$ cat src/rtl/online_quotient_collector_pkg.sv
// Shared definitions for the online quotient collector: signed-digit
// encoding of the incoming quotient digits and the collector state type.
package online_quotient_collector_pkg;

   // Signed-digit quotient encoding: bit1 = plus, bit0 = minus.
   typedef logic [1:0] sd_digit_t;

   localparam sd_digit_t SD_ZERO = 2'b00;
   localparam sd_digit_t SD_NEG  = 2'b01;
   localparam sd_digit_t SD_POS  = 2'b10;
   localparam sd_digit_t SD_BAD  = 2'b11;  // redundant zero, flagged as an error

   // COLLECT accepts digits, HOLD presents the finished word.
   typedef enum logic {
      COLLECT = 1'b0,
      HOLD    = 1'b1
   } state_t;

endpackage : online_quotient_collector_pkg

$ cat src/rtl/online_quotient_collector_otf_converter.sv
// On-the-fly converter: the Q/QM register pair that turns an MSD-first
// signed-digit stream into a two's-complement word without any carry chain.
// QM always tracks Q - 1, so a -1 digit appends to QM instead of borrowing.
module otf_converter
   import online_quotient_collector_pkg::*;
#(
   parameter int NDIG = 8
) (
   input  logic            clk,
   input  logic            rst,
   input  logic            clr,
   input  logic            en,
   input  sd_digit_t       digit,
   output logic [NDIG:0]   q,
   output logic [NDIG:0]   qm
);

   // Shift the next digit into Q and QM, selecting the source register per digit.
   // NOTE: registers are written with <= so every update in this edge reads
   // the pre-edge values of both q and qm; blocking writes would corrupt qm.
   always_ff @(posedge clk or posedge rst) begin
      if (rst) begin
         q  <= '0;
         qm <= '1;
      end else if (clr) begin
         q  <= '0;
         qm <= '1;
      end else if (en) begin
         case (digit)
            SD_POS: begin
               q  <= {q[NDIG-1:0], 1'b1};
               qm <= {q[NDIG-1:0], 1'b0};
            end
            SD_NEG: begin
               q  <= {qm[NDIG-1:0], 1'b1};
               qm <= {qm[NDIG-1:0], 1'b0};
            end
            default: begin
               q  <= {q[NDIG-1:0], 1'b0};
               qm <= {qm[NDIG-1:0], 1'b1};
            end
         endcase
      end
   end

endmodule : otf_converter

$ cat src/rtl/online_quotient_collector.sv
// Online quotient collector: accepts NDIG signed digits over a valid/ready
// handshake, converts them on the fly, and presents the finished
// two's-complement quotient on a parallel valid/ready port.
module online_quotient_collector
   import online_quotient_collector_pkg::*;
#(
   parameter int NDIG = 8,
   parameter int CW   = 4   // must satisfy 2**CW > NDIG
) (
   input  logic            clk,
   input  logic            rst,
   input  logic [1:0]      q_digit,
   input  logic            q_vd,
   output logic            q_rd,
   output logic [NDIG:0]   res_value,
   output logic            res_vd,
   input  logic            res_rd,
   output logic            res_err,
   output logic [CW-1:0]   digit_cnt
);

   state_t          state;
   logic [NDIG:0]   q;
   logic [NDIG:0]   qm;
   logic [NDIG:0]   q_final;
   logic            xfer;
   logic            accept;
   logic            last_digit;

   assign xfer       = (state == COLLECT) && q_vd && q_rd;
   assign accept     = (state == HOLD) && res_vd && res_rd;
   assign last_digit = (digit_cnt == CW'(NDIG - 1));

   otf_converter #(
      .NDIG (NDIG)
   ) u_conv (
      .clk   (clk),
      .rst   (rst),
      .clr   (accept),
      .en    (xfer),
      .digit (q_digit),
      .q     (q),
      .qm    (qm)
   );

   // Value Q takes once the current digit is applied; captured as the result on the last transfer.
   // NOTE: every output of a combinational block gets a default first so no
   // path through the case leaves it unassigned and infers a latch.
   always_comb begin
      q_final = {q[NDIG-1:0], 1'b0};
      case (q_digit)
         SD_POS:  q_final = {q[NDIG-1:0], 1'b1};
         SD_NEG:  q_final = {qm[NDIG-1:0], 1'b1};
         default: q_final = {q[NDIG-1:0], 1'b0};
      endcase
   end

   // Collect/hold FSM with registered handshake outputs, digit counter and sticky error.
   always_ff @(posedge clk or posedge rst) begin
      if (rst) begin
         state     <= COLLECT;
         q_rd      <= 1'b0;
         res_vd    <= 1'b0;
         res_err   <= 1'b0;
         res_value <= '0;
         digit_cnt <= '0;
      end else begin
         case (state)
            COLLECT: begin
               q_rd <= 1'b1;
               if (xfer) begin
                  digit_cnt <= digit_cnt + CW'(1);
                  if (q_digit == SD_BAD) begin
                     res_err <= 1'b1;
                  end
                  if (last_digit) begin
                     // Drop ready on this edge so the NDIG+1-th digit is never taken.
                     state     <= HOLD;
                     q_rd      <= 1'b0;
                     res_vd    <= 1'b1;
                     res_value <= q_final;
                  end
               end
            end
            HOLD: begin
               q_rd <= 1'b0;
               if (accept) begin
                  // One bubble cycle: ready returns only after the result leaves.
                  state     <= COLLECT;
                  res_vd    <= 1'b0;
                  q_rd      <= 1'b1;
                  res_err   <= 1'b0;
                  digit_cnt <= '0;
               end
            end
            default: begin
               state <= COLLECT;
            end
         endcase
      end
   end

endmodule : online_quotient_collector

$ cat config.mk
export PLATFORM = sky130hd
export DESIGN_NAME = online_quotient_collector
export DESIGN_NICKNAME = d
export VERILOG_FILES = /design/src/rtl/online_quotient_collector_pkg.sv /design/src/rtl/online_quotient_collector_otf_converter.sv /design/src/rtl/online_quotient_collector.sv
export SDC_FILE = /design/constraint.sdc
export NUM_CORES = 1
export LEC_CHECK = 0
export ABC_AREA = 1
export ABC_CLOCK_PERIOD_IN_PS = 1100
export CAP_MARGIN = 20
export CORE_MARGIN = 2
export CORE_UTILIZATION = 47
export CTS_CLUSTER_SIZE = 40
export DETAILED_ROUTE_END_ITERATION = 8
export PLACE_DENSITY = 0.77
export SLEW_MARGIN = 20
export SYNTH_ARGS = -nofsm -noshare
export SYNTH_HDL_FRONTEND = slang
export SYNTH_SLANG_ARGS = --single-unit
$ cat constraint.sdc
create_clock -name clk -period 1.1 [get_ports clk]
set_input_delay 0.275 -clock clk [delete_from_list [all_inputs] [get_ports clk]]
set_output_delay 0.275 -clock clk [all_outputs]
set_load 0.005 [all_outputs]
Yosys cells after proc, flatten, opt, wreduce, memory -nomap -nowiden

Index checks and enable logic that the tools add are counted.

Bits in registers: 33
Bits of input ports: 6
Output and inout bits: 16
Word-level logic and storage cells: 51

$add $sub $neg: 1
Eq/ne operators: 8
Multiplexer cells: 24
Bitwise gates (word level): 1
Reductions and logical operators: 9

Operators with widths:

| operator                                            | count |
|---|---|
| 2-to-1 mux 8 bit                                    | 4 |
| one-hot mux 9 bit (2 select lines)                  | 1 |
| one-hot mux 8 bit (2 select lines)                  | 1 |
| 2-to-1 mux 1 bit                                    | 11 |
| AND reduction 3 bit                                 | 3 |
| 2-to-1 mux 4 bit                                    | 2 |
| one-hot mux 1 bit (2 select lines)                  | 4 |
| one-hot mux 4 bit (2 select lines)                  | 1 |
| != test 2 x 1 -> 1 bit, second input constant       | 3 |
| adder 4 x 1 -> 4 bit, second input constant         | 1 |
| equality test 2 bit, second input constant          | 2 |
| equality test 4 x 3 -> 1 bit, second input constant | 1 |
| logical AND 1 bit                                   | 4 |
| equality test 2 x 1 -> 1 bit, second input constant | 1 |
| != test 2 bit, second input constant                | 1 |
| AND reduction 2 bit                                 | 1 |
| nonzero test 2 bit                                  | 1 |
| NOT 1 bit                                           | 1 |

Logic depth before layout (Yosys ltp)

Gate-level depths: netlist (run 1).

Word-level depth: 5
Depth in mapped cells: 9
Depth with buffers taken out: 8

Modules after synthesis

From an unflattened synthesis (run 1), not the netlist that was laid out.

Cells, all modules: 258
Area total of the unflattened synthesis: 1896.8 sq um

Modules (own cells, without submodules):

| module                    | instances | cells an instance | area each (sq um) | sequential area each (sq um) |
|---|---|---|---|---|
| otf_converter             | 1         | 142               | 1009.7            | 461.7 |
| online_quotient_collector | 1         | 116               | 887.1             | 425.4 |

Worst setup path after synthesis (run 1)

Ideal clock, no wire load.

Kind: input port to flip-flop
From: input q_digit[0]
To: register res_value[7]
Library setup time: 116 ps
Arrival time: 1162 ps
Required time: 984 ps
Path slack: -179 ps
Cell stages on the path: 8
Path buffers: 1
Cell sequence: inv_1 > ha_1 > clkbuf_2 > clkinv_1 > nand2_1 > nand2_1 > nand2_1 > nand2_1

Longest elaborated chain between the ends: 2
Elaborated cells on any way between the ends: 3
Classes of those cells: eq/ne: 2; mux: 1

Ends and longest elaborated chain:

| item                                                                | line                            | source |
|---|---|---|
| from (decl)                                                         | online_quotient_collector.sv:12 | `input logic [1:0] q_digit,` |
| equality test 2 x 1 -> 1 bit or equality test 2 bit (tied branches) | online_quotient_collector.sv:51 | `case (q_digit)` |
| one-hot mux 9 bit (2 select lines) (*)                              | --                              |  |
| to (signal assigned)                                                | online_quotient_collector.sv:81 | `res_value <= q_final;` |
| to (decl)                                                           | online_quotient_collector.sv:15 | `output logic [NDIG:0] res_value,` |

Every way passes the cells marked *; elsewhere a longest branch is shown, timed or not.
A chain may end at the register's enable or synchronous reset.

Worst setup path in the final report (run 1)

From: register digit_cnt[0]
To: register state

Longest elaborated chain between the ends: 4

Ends and longest elaborated chain:

| item                               | line                            | source |
|---|---|---|
| from (decl)                        | online_quotient_collector.sv:19 | `output logic [CW-1:0] digit_cnt` |
| from (signal assigned)             | online_quotient_collector.sv:72 | `digit_cnt <= digit_cnt + CW'(1);` |
| equality test 4 x 3 -> 1 bit       | online_quotient_collector.sv:32 | `assign last_digit = (digit_cnt == CW'(NDIG - 1));` |
| 2-to-1 mux 1 bit                   | online_quotient_collector.sv:76 | `if (last_digit) begin` |
| 2-to-1 mux 1 bit                   | online_quotient_collector.sv:71 | `if (xfer) begin` |
| one-hot mux 1 bit (2 select lines) | online_quotient_collector.sv:68 | `case (state)` |
| to (signal assigned)               | online_quotient_collector.sv:61 | `state <= COLLECT;` |
| to (signal assigned)               | online_quotient_collector.sv:78 | `state <= HOLD;` |
| to (signal assigned)               | online_quotient_collector.sv:89 | `state <= COLLECT;` |
| to (decl)                          | online_quotient_collector.sv:22 | `state_t state;` |

No other way between the ends.

==> results of run 1 <==
[cell usage after synthesis, types with 2 or more instances]
cell type,number,area [um^2]
a21oi_1,3,15.0
buf_2,3,15.0
buf_4,2,15.0
clkbuf_1,2,7.51
dfrtp_1,25,626
dfstp_2,8,210
ha_1,4,50.1
inv_1,13,48.8
inv_2,2,7.51
nand2_1,113,424
nand3_1,20,100
nand3b_1,6,45.0
nor2_1,4,15.0
nor2_4,2,22.5
o21ai_0,2,10.0
[flip-flops by register name (all words and copies together) (netlist names)]
register,cells
res_vd,1
digit_cnt,4
res_value,9
state,1
u_conv.q,8
res_err,1
q_rd,1
u_conv.qm,8
[report_power, final]
part / switching [W] / internal [W]
Combinational: 0.00139 / 0.00141
Clock: 0.000403 / 0.000370
Sequential: 0.000377 / 0.00187
Total: 0.00217 / 0.00366
[metal layers]
layer  part of all wire (%)  vias up  wire (um)  track usage (%)
li1                       -      771          -                -
met1                     47      725       1870             30.1
met2                     47       41       1880             32.1
met3                    4.4        7        175             3.75
met4                    1.9        0         75             8.97
met5                      0        -          0                0
[worst max-delay path, stage by stage (launching register included)]
cell and delay, ns:
dfrtp_1 0.41, buf_6 0.13, ha_4 0.16, nand3_4 0.06
nor2_4 0.04, buf_6 0.11, a21oi_4 0.14, inv_2 0.04
[per-stage QoR]
stage	hold WS [ns]	TNS, ns	util, %
2_1_floorplan	0.398	-0.00574	-
3_3_place_gp	0.453	-15.98	61.8
3_5_place_dp	0.459	-17.23	61.8
4_1_cts	0.274	-1.62	65.3
5_1_grt	0.296	-3.61	68.5
6_report	0.268	-1.51	68.5
[worst max-delay path by stage]
stage                 startpoint           end  slack [ns]  cells after the start
floorplan           digit_cnt[0]         state      -0.006                      6
global placement      q_digit[1]   u_conv.q[4]       -0.59                      9
detailed placement    q_digit[1]  res_value[7]       -0.63                      9
CTS                 digit_cnt[0]  digit_cnt[2]       -0.09                      6
global route               state  res_value[4]       -0.15                      6
finish              digit_cnt[0]         state       -0.09                      7
[cell type report]
class	count	area [um^2]	area share, %
Clock inverter	1	5.00	0.216
Multi-Input combinational cell	158	836	36.0
Tap cell	46	57.6	2.48
Timing Repair Buffer	54	455	19.6
Clock buffer	7	65.1	2.80
Sequential cell	33	837	36.1
Inverter	16	65.1	2.80
[repair_timing]
| item | 4_1_cts | 5_1_grt |
|---|---|---|
| resized for setup | 77 | 24 |
| pin swaps | 3 | 11 |
| endpoints found under the setup margin | 48 | 49 |
| setup buffers | 9 | 3 |
| gates cloned | 1 | 1 |
[cell families (layout without fill, tap and decap cells)]
kind of cell	count (synthesis)	in the layout	synth area share, %
buf+inv	25	78	6.80
fa+ha+maj	4	4	2.99
xor+xnor	1	1	0.523
simple gates	146	146	37.3
flops	33	33	49.9
compound gates	7	7	2.54
==> results.py, run 1 <==
metrics = {
    "timing": {
        "rsz0062_at_grt": "true",
        "worst_slew_pin_slew_ns": 0.199,
        "fmax_mhz": 844,
        "fin_crit_ns": 1.19,
        "fin_crit_sh_pct": 108,
        "setup_slack_ns": -0.0852,
        "drv_slew": 0,
        "setup_violations": 39,
        "finClkSkew_ns": 0.00528,
        "slew_headroom_pct": 86.8,
        "hold_viol_final": 0,
    },
    "place": {
        "placed_cell_area_um2": 2090,
        "dp.cells": 293,
        "gp_congestion": 0.826,
        "port_buffers": 21,
        "hpwl_mm": 2.47,
        "preCtsSetupSlack_ns": -0.633,
    },
    "clock_network": {
        "hold_buffers": 0,
        "root_buffer": "clkbuf_4",
        "path_clk_slew_ns": 0.10,
        "cts_max_level": 2,
        "clk_latency_ns": 0.34,
        "clock_sinks": 33,
        "tritoncts": "done",
        "cts_made_buffers": 5,
        "clockBufferDepth": 2,
    },
    "global_routing": {
        "grt_max_degree": 34,
        "grt_pass1_vias": 1397,
        "track_usage_pct": 21.3,
        "antenna_found_initial": 0,
        "grt_pass1_wl_mm": 6.58,
        "grt-ovfl-total": 0,
    },
    "power_and_ir_drop": {
        "ir_drop_uv": 1370,
        "power_w": 0.00582,
        "p_leak_nw": 1.27,
        "p_per_area_nw_per_um2": 2510,
    },
    "setup_path": {
        "critical_path_arrival_ns": 1.43,
        "timing.critical_path.from_type": "register",
        "reg2reg_depth": 7,
        "r2r_slack_ns": -0.09,
        "worstReg2RegStart": "digit_cnt[0]",
        "worstReg2RegEnd": "state",
        "crit_path_end_kind": "register",
        "crit_fanout": 3,
        "crit_type": "register to register",
        "cp.required_ns": 1.34,
    },
    "yosys": {
        "async_flop_share_pct": 100,
        "synth-main-ff-cell": "dfrtp_1",
        "synth-seq-area-share_pct": 49.9,
        "synth_warnings": 0,
        "synth-seq-cells": 33,
        "synthCells": 216,
        "synth_area_um2": 1680,
        "syn-num-nets": 226,
        "yosysUniqueCellTypes": 22,
        "syn_area_per_cell_um2": 7.76,
        "synth_edf_count": 0,
    },
    "cells_and_area": {
        "mostFrequentLayoutCell": "nand2_1",
        "fin_nets": 278,
        "drive_gt1_share_pct": 34.9,
        "area_growth_pct": 38.5,
        "fin_area_um2": 2320,
        "n_fill_cell": 274,
        "final_cell_mix": "nand2_1, dfrtp_1, buf_4, buf_2, nand3_1",
        "diodes": 0,
        "finalNonFillerCells": 315,
    },
    "drt": {
        "vias": 1544,
        "wl_mm": 4.00,
        "drt.antenna.violating_nets": 0,
        "drcViolationCount": 0,
        "viasPerCell": 4.90,
        "firstDrtPassIters": 4,
        "drt_iter0_markers": 75,
        "wl_per_cell_um": 12.7,
    },
    "status": {
        "status": "complete, but fails checks",
        "failed_checks": "negative setup slack",
    },
    "floorplanning": {
        "dieArea_um2": 4060,
        "core_um2": 3390,
        "dieHeight_um": 63.7,
        "fp.dieW_um": 63.7,
        "initial_core_util_pct": 49.4,
        "rows": 21,
        "ios": 22,
    },
    "hold_path": {
        "hp-class": "primary input to asynchronous set/reset pin",
    },
    "job": {
        "maxCapViolCount": 0,
    },
}
Power figures use the tool's default switching activity.
==> inputs of run 2 (changes only) <==
CORE_UTILIZATION = 40   (was 47)
CTS_BUF_LIST = sky130_fd_sc_hd__clkbuf_16   (was not set)
PLACE_DENSITY = 0.68   (was 0.77)
==> results.py, run 2 (synthesis gave the netlist of run 1 again) <==
metrics = {
    "drt": {
        "drt.antenna.violating_nets": 0,
        "wl_mm": 4.46,
        "firstDrtPassIters": 4,
        "viasPerCell": 4.89,
        "vias": 1564,
        "wl_per_cell_um": 13.9,
        "drt_iter0_markers": 130,
        "drcViolationCount": 0,
    },
    "cells_and_area": {
        "largest_register_ffs": 9,
        "area_growth_pct": 45.4,
        "multi_input_area_um2": 846,
        "drive_gt1_share_pct": 36.3,
        "fin_nets": 279,
        "n_fill_cell": 369,
        "fin_area_um2": 2440,
        "largest-register": "res_value",
        "diodes": 0,
        "finalNonFillerCells": 320,
        "final_cell_mix": "nand2_1, dfrtp_1, buf_4, buf_2",
        "largest_registers": "res_value (9), u_conv.q (8), u_conv.qm (8)",
        "seq_area_um2": 837,
        "mostFrequentLayoutCell": "nand2_1",
    },
    "floorplanning": {
        "initial_core_util_pct": 41.6,
        "core_um2": 4030,
        "rows": 23,
        "fp.dieW_um": 68.7,
        "dieHeight_um": 68.7,
        "ios": 22,
        "dieArea_um2": 4720,
    },
    "global_routing": {
        "grt_pass1_wl_mm": 6.87,
        "grt_pass1_vias": 1525,
        "grt-ovfl-total": 0,
        "grt_max_degree": 34,
        "track_usage_pct": 19.8,
        "antenna_found_initial": 0,
    },
    "place": {
        "hpwl_mm": 2.66,
        "dp.cells": 299,
        "port_buffers": 21,
        "placed_cell_area_um2": 2100,
        "gp_congestion": 0.811,
    },
    "timing": {
        "worst_slew_pin_slew_ns": 0.226,
        "setup_slack_ns": -0.121,
        "fin_crit_ns": 1.22,
        "fin_crit_sh_pct": 111,
        "hold_viol_final": 0,
        "fmax_mhz": 819,
        "setup_violations": 30,
        "drv_slew": 0,
        "rsz0062_at_grt": "true",
        "finClkSkew_ns": 0.00562,
        "slew_headroom_pct": 84.9,
    },
    "clock_network": {
        "tritoncts": "done",
        "clk_latency_ns": 0.28,
        "cts_made_buffers": 5,
        "cts_max_level": 2,
        "hold_buffers": 0,
        "path_clk_slew_ns": 0.05,
        "root_buffer": "clkbuf_16",
        "clock_sinks": 33,
        "clockBufferDepth": 2,
    },
    "setup_path": {
        "reg2reg_depth": 6,
        "timing.critical_path.from_type": "register",
        "cp.required_ns": 1.32,
        "critical_path_arrival_ns": 1.44,
        "crit_fanout": 7,
        "crit_type": "register to register",
        "crit_path_end_kind": "register",
    },
    "status": {
        "failed_checks": "negative setup slack",
        "status": "complete, but fails checks",
    },
    "job": {
        "maxCapViolCount": 0,
    },
    "power_and_ir_drop": {
        "p_leak_nw": 1.32,
        "p_per_area_nw_per_um2": 2760,
        "ir_drop_uv": 1110,
    },
    "hold_path": {
        "hp-class": "primary input to asynchronous set/reset pin",
    },
}
## run 2: cell types whose count changed in the layout (fill, tap and decap cells not counted), sizes merged
cell,previous run,this run
inv,15,17
clkdlybuf4s15,1,0
bufinv,0,1
buf,49,48
dlygate4sd2,2,1
clkbuf,7,8
## run 2: layout make-up
cell class                      count  share of cell area [%]
Timing Repair inverter              1                   0.257
Tap cell                           50                    2.57
Multi-Input combinational cell    158                    34.7
Clock buffer                        5                    5.14
Sequential cell                    33                    34.4
Inverter                           16                    2.77
Clock inverter                      3                    1.54
Timing Repair Buffer               54                    18.6
## run 2: timing repair
item,4_1_cts,5_1_grt
buffers inserted,9,2
resized for setup,81,26
setup endpoints to repair,46,35
pin swaps,4,15
gates cloned,2,0
## run 2: path summary, 6_finish.rpt
check / slack (ns) / end / start
max: -0.12 / u_conv.q[6] / state
min: 0.34 / res_value[2] / rst
max reg2reg: -0.12 / u_conv.q[6] / state
min reg2reg: 0.47 / res_value[2] / res_value[2]
max in group asynchronous: 0.52 / u_conv.qm[0] / rst
min in group clk: 0.43 / res_err / q_digit[1]
## run 2: worst max-delay path, stage by stage, from the launching register on
cell and delay (ns):
dfrtp_2 0.44, buf_6 0.13, nor2_4 0.21, buf_12 0.15, buf_16 0.12, nand2_1 0.06, nand2_1 0.05
## run 2: through the flow
step                setup TNS [ns]  power, W  util [%]  worst slack [ns]  hold WS (ns)
floorplan                 -0.00574   0.00350         -          -0.00574         0.398
global placement            -16.21   0.00460      52.2            -0.603         0.454
detailed placement          -16.96   0.00467      52.2            -0.642         0.465
CTS                          -2.34   0.00647      58.4           -0.0996         0.349
global route                 -4.54   0.00716      60.5            -0.175         0.389
finish                       -2.57   0.00672      60.5            -0.121         0.340
## run 2: report_power, final
part | switching, W | internal, W | total, W
Combinational | 0.00144 | 0.00146 | 0.00290
Sequential | 0.000384 | 0.00188 | 0.00226
Clock | 0.000507 | 0.00105 | 0.00156
## run 2: per-layer routing
metal / part of all wire (%) / global-route usage [%] / vias to the layer above / wire length [um]
li1: - / - / 779 / -
met1: 46 / 26.0 / 739 / 2050
met4: 1.8 / 6.62 / 0 / 82
met2: 48 / 32.0 / 38 / 2140
met5: 0 / 0 / - / 0
met3: 4.1 / 4.55 / 8 / 183
==> inputs of run 3 (changes only) <==
ABC_CLOCK_PERIOD_IN_PS = 1300   (was 1100)
CORE_UTILIZATION = 54   (was 40)
PLACE_DENSITY = 0.83   (was 0.68)
REMOVE_ABC_BUFFERS = 1   (was not set)
clock period = 1.3 ns   (was 1.1 ns; I/O delays follow)
==> results.py, run 3 (synthesis gave the netlist of run 1 again) <==
metrics = {
    "status": {
        "status": "finished clean",
    },
    "floorplanning": {
        "ios": 22,
        "dieHeight_um": 59.7,
        "fp.dieW_um": 59.7,
        "core_um2": 3000,
        "initial_core_util_pct": 55.8,
        "rows": 20,
        "dieArea_um2": 3560,
    },
    "setup_path": {
        "path_cells": "dlygate4sd2_1",
        "crit_fanout": 2,
        "critPathTopFamily": "flip-flops",
        "r2r_slack_ns": 0.06,
        "cp.required_ns": 0.98,
        "critPathBufInv": 1,
        "critical_path_arrival_ns": 0.95,
        "timing.critical_path.from_type": "register",
        "worstReg2RegEnd": "res_value[2]",
        "worstReg2RegStart": "digit_cnt[1]",
        "reg2reg_depth": 7,
        "crit_type": "register to output port",
        "critPathSlowestCell": "dfrtp_1",
        "crit_path_end_kind": "output port",
        "cp_slowest_stage_delay_ns": 0.40,
    },
    "power_and_ir_drop": {
        "ir_drop_uv": 1180,
        "p_per_area_nw_per_um2": 2200,
        "p_leak_nw": 1.29,
    },
    "drt": {
        "dr.max_layer_used": "met4",
        "wl_met3_um": 179,
        "viasPerCell": 5.15,
        "drcViolationCount": 0,
        "firstDrtPassIters": 5,
        "drt.antenna.violating_nets": 0,
        "wl_mm": 3.89,
        "wl_per_cell_um": 13.3,
        "vias": 1508,
        "drt_iter0_markers": 91,
        "wl_met1_mm": 1.72,
        "wl_met2_mm": 1.96,
    },
    "cells_and_area": {
        "mostFrequentLayoutCell": "nand2_1",
        "final_util_pct": 76.5,
        "largest_registers": "res_value (9), u_conv.q (8), u_conv.qm (8)",
        "area_growth_pct": 37.1,
        "final_cell_mix": "nand2_1, dfrtp_1, nand3_1, dlygate4sd2_1, buf_4",
        "drive_gt1_share_pct": 20.8,
        "diodes": 0,
        "fin_nets": 269,
        "n_fill_cell": 223,
        "finalNonFillerCells": 293,
        "largest_register_ffs": 9,
        "largest-register": "res_value",
    },
    "hold_path": {
        "hp-class": "primary input to asynchronous set/reset pin",
    },
    "timing": {
        "hold_viol_final": 0,
        "fin_crit_sh_pct": 98.0,
        "drv_slew": 0,
        "setup_slack_ns": 0.0256,
        "worst_slew_pin_slew_ns": 0.229,
        "finClkSkew_ns": 0.00461,
        "setup_violations": 0,
        "fin_crit_ns": 1.27,
        "rsz0062_at_grt": "true",
        "fmax_mhz": 785,
        "slew_headroom_pct": 84.7,
    },
    "global_routing": {
        "grt_max_degree": 34,
        "grt_pass1_wl_mm": 6.60,
        "grt_pass1_vias": 1549,
        "track_usage_pct": 25.0,
        "antenna_found_initial": 0,
        "grt-ovfl-total": 0,
    },
    "clock_network": {
        "root_buffer": "clkbuf_16",
        "clk_latency_ns": 0.28,
        "cts_made_buffers": 5,
        "clockBufferDepth": 2,
        "tritoncts": "done",
        "clock_sinks": 33,
        "cts_max_level": 2,
        "path_clk_slew_ns": 0.05,
    },
    "place": {
        "gp_congestion": 0.820,
        "dp.cells": 275,
        "hpwl_mm": 2.46,
        "port_buffers": 21,
        "preCtsSetupSlack_ns": -0.649,
    },
    "job": {
        "maxCapViolCount": 0,
    },
}
==> run 3: report_power, final <==
part | switching (W) | total, W | internal (W)
combinational | 0.00107 | 0.00208 | 0.00101
sequential | 0.000296 | 0.00188 | 0.00159
clock | 0.000400 | 0.00109 | 0.000690
total | 0.00177 | 0.00506 | 0.00329
==> run 3: cell type report <==
cell class | count | area [um^2] | share of cell area [%]
clock inverter | 3 | 12.5 | 0.545
tap | 33 | 41.3 | 1.80
multi-input combinational | 158 | 773 | 33.7
sequential | 33 | 836 | 36.4
timing repair buffer | 44 | 433 | 18.8
clock buffer | 5 | 125 | 5.45
inverter | 16 | 67.6 | 2.94
timing repair inverter | 1 | 8.76 | 0.381
==> run 3: layer usage <==
metal / up-vias / GRT usage, %
met1: 704 / 30.5
li1: 750 / -
met3: 4 / 4.98
met5: - / 0
met2: 50 / 41.6
met4: 0 / 12.7
==> run 3: timing repair <==
action / in CTS / in global routing
resized for setup: 29 / 11
setup endpoints to repair: 41 / 20
hold buffers: 0 / 0
pin swaps: 1 / 2
gates cloned: 2 / 0
setup buffers: 7 / 1
==> run 3: metrics by stage <==
step	hold slack (ns)	cell area, um^2	total power [W]	TNS, ns
after CTS	0.425	2260	0.00491	0
after global placement	0.452	2020	0.00373	-15.59
final	0.407	2300	0.00506	0
after detailed placement	0.459	2020	0.00380	-16.25
after global routing	0.445	2300	0.00541	-0.0613
after floorplan	0.448	1620	0.00288	-4.94
==> run 3: how the worst max path moves through the flow <==
stage	from	end	cells after the start
2_1_floorplan	q_digit[0]	u_conv.q[7]	7
3_3_place_gp	q_digit[0]	res_value[7]	8
3_5_place_dp	q_digit[0]	res_value[2]	8
4_1_cts	q_digit[1]	res_value[8]	7
5_1_grt	digit_cnt[1]	res_value[2]	7
6_report	digit_cnt[1]	digit_cnt[1]	1
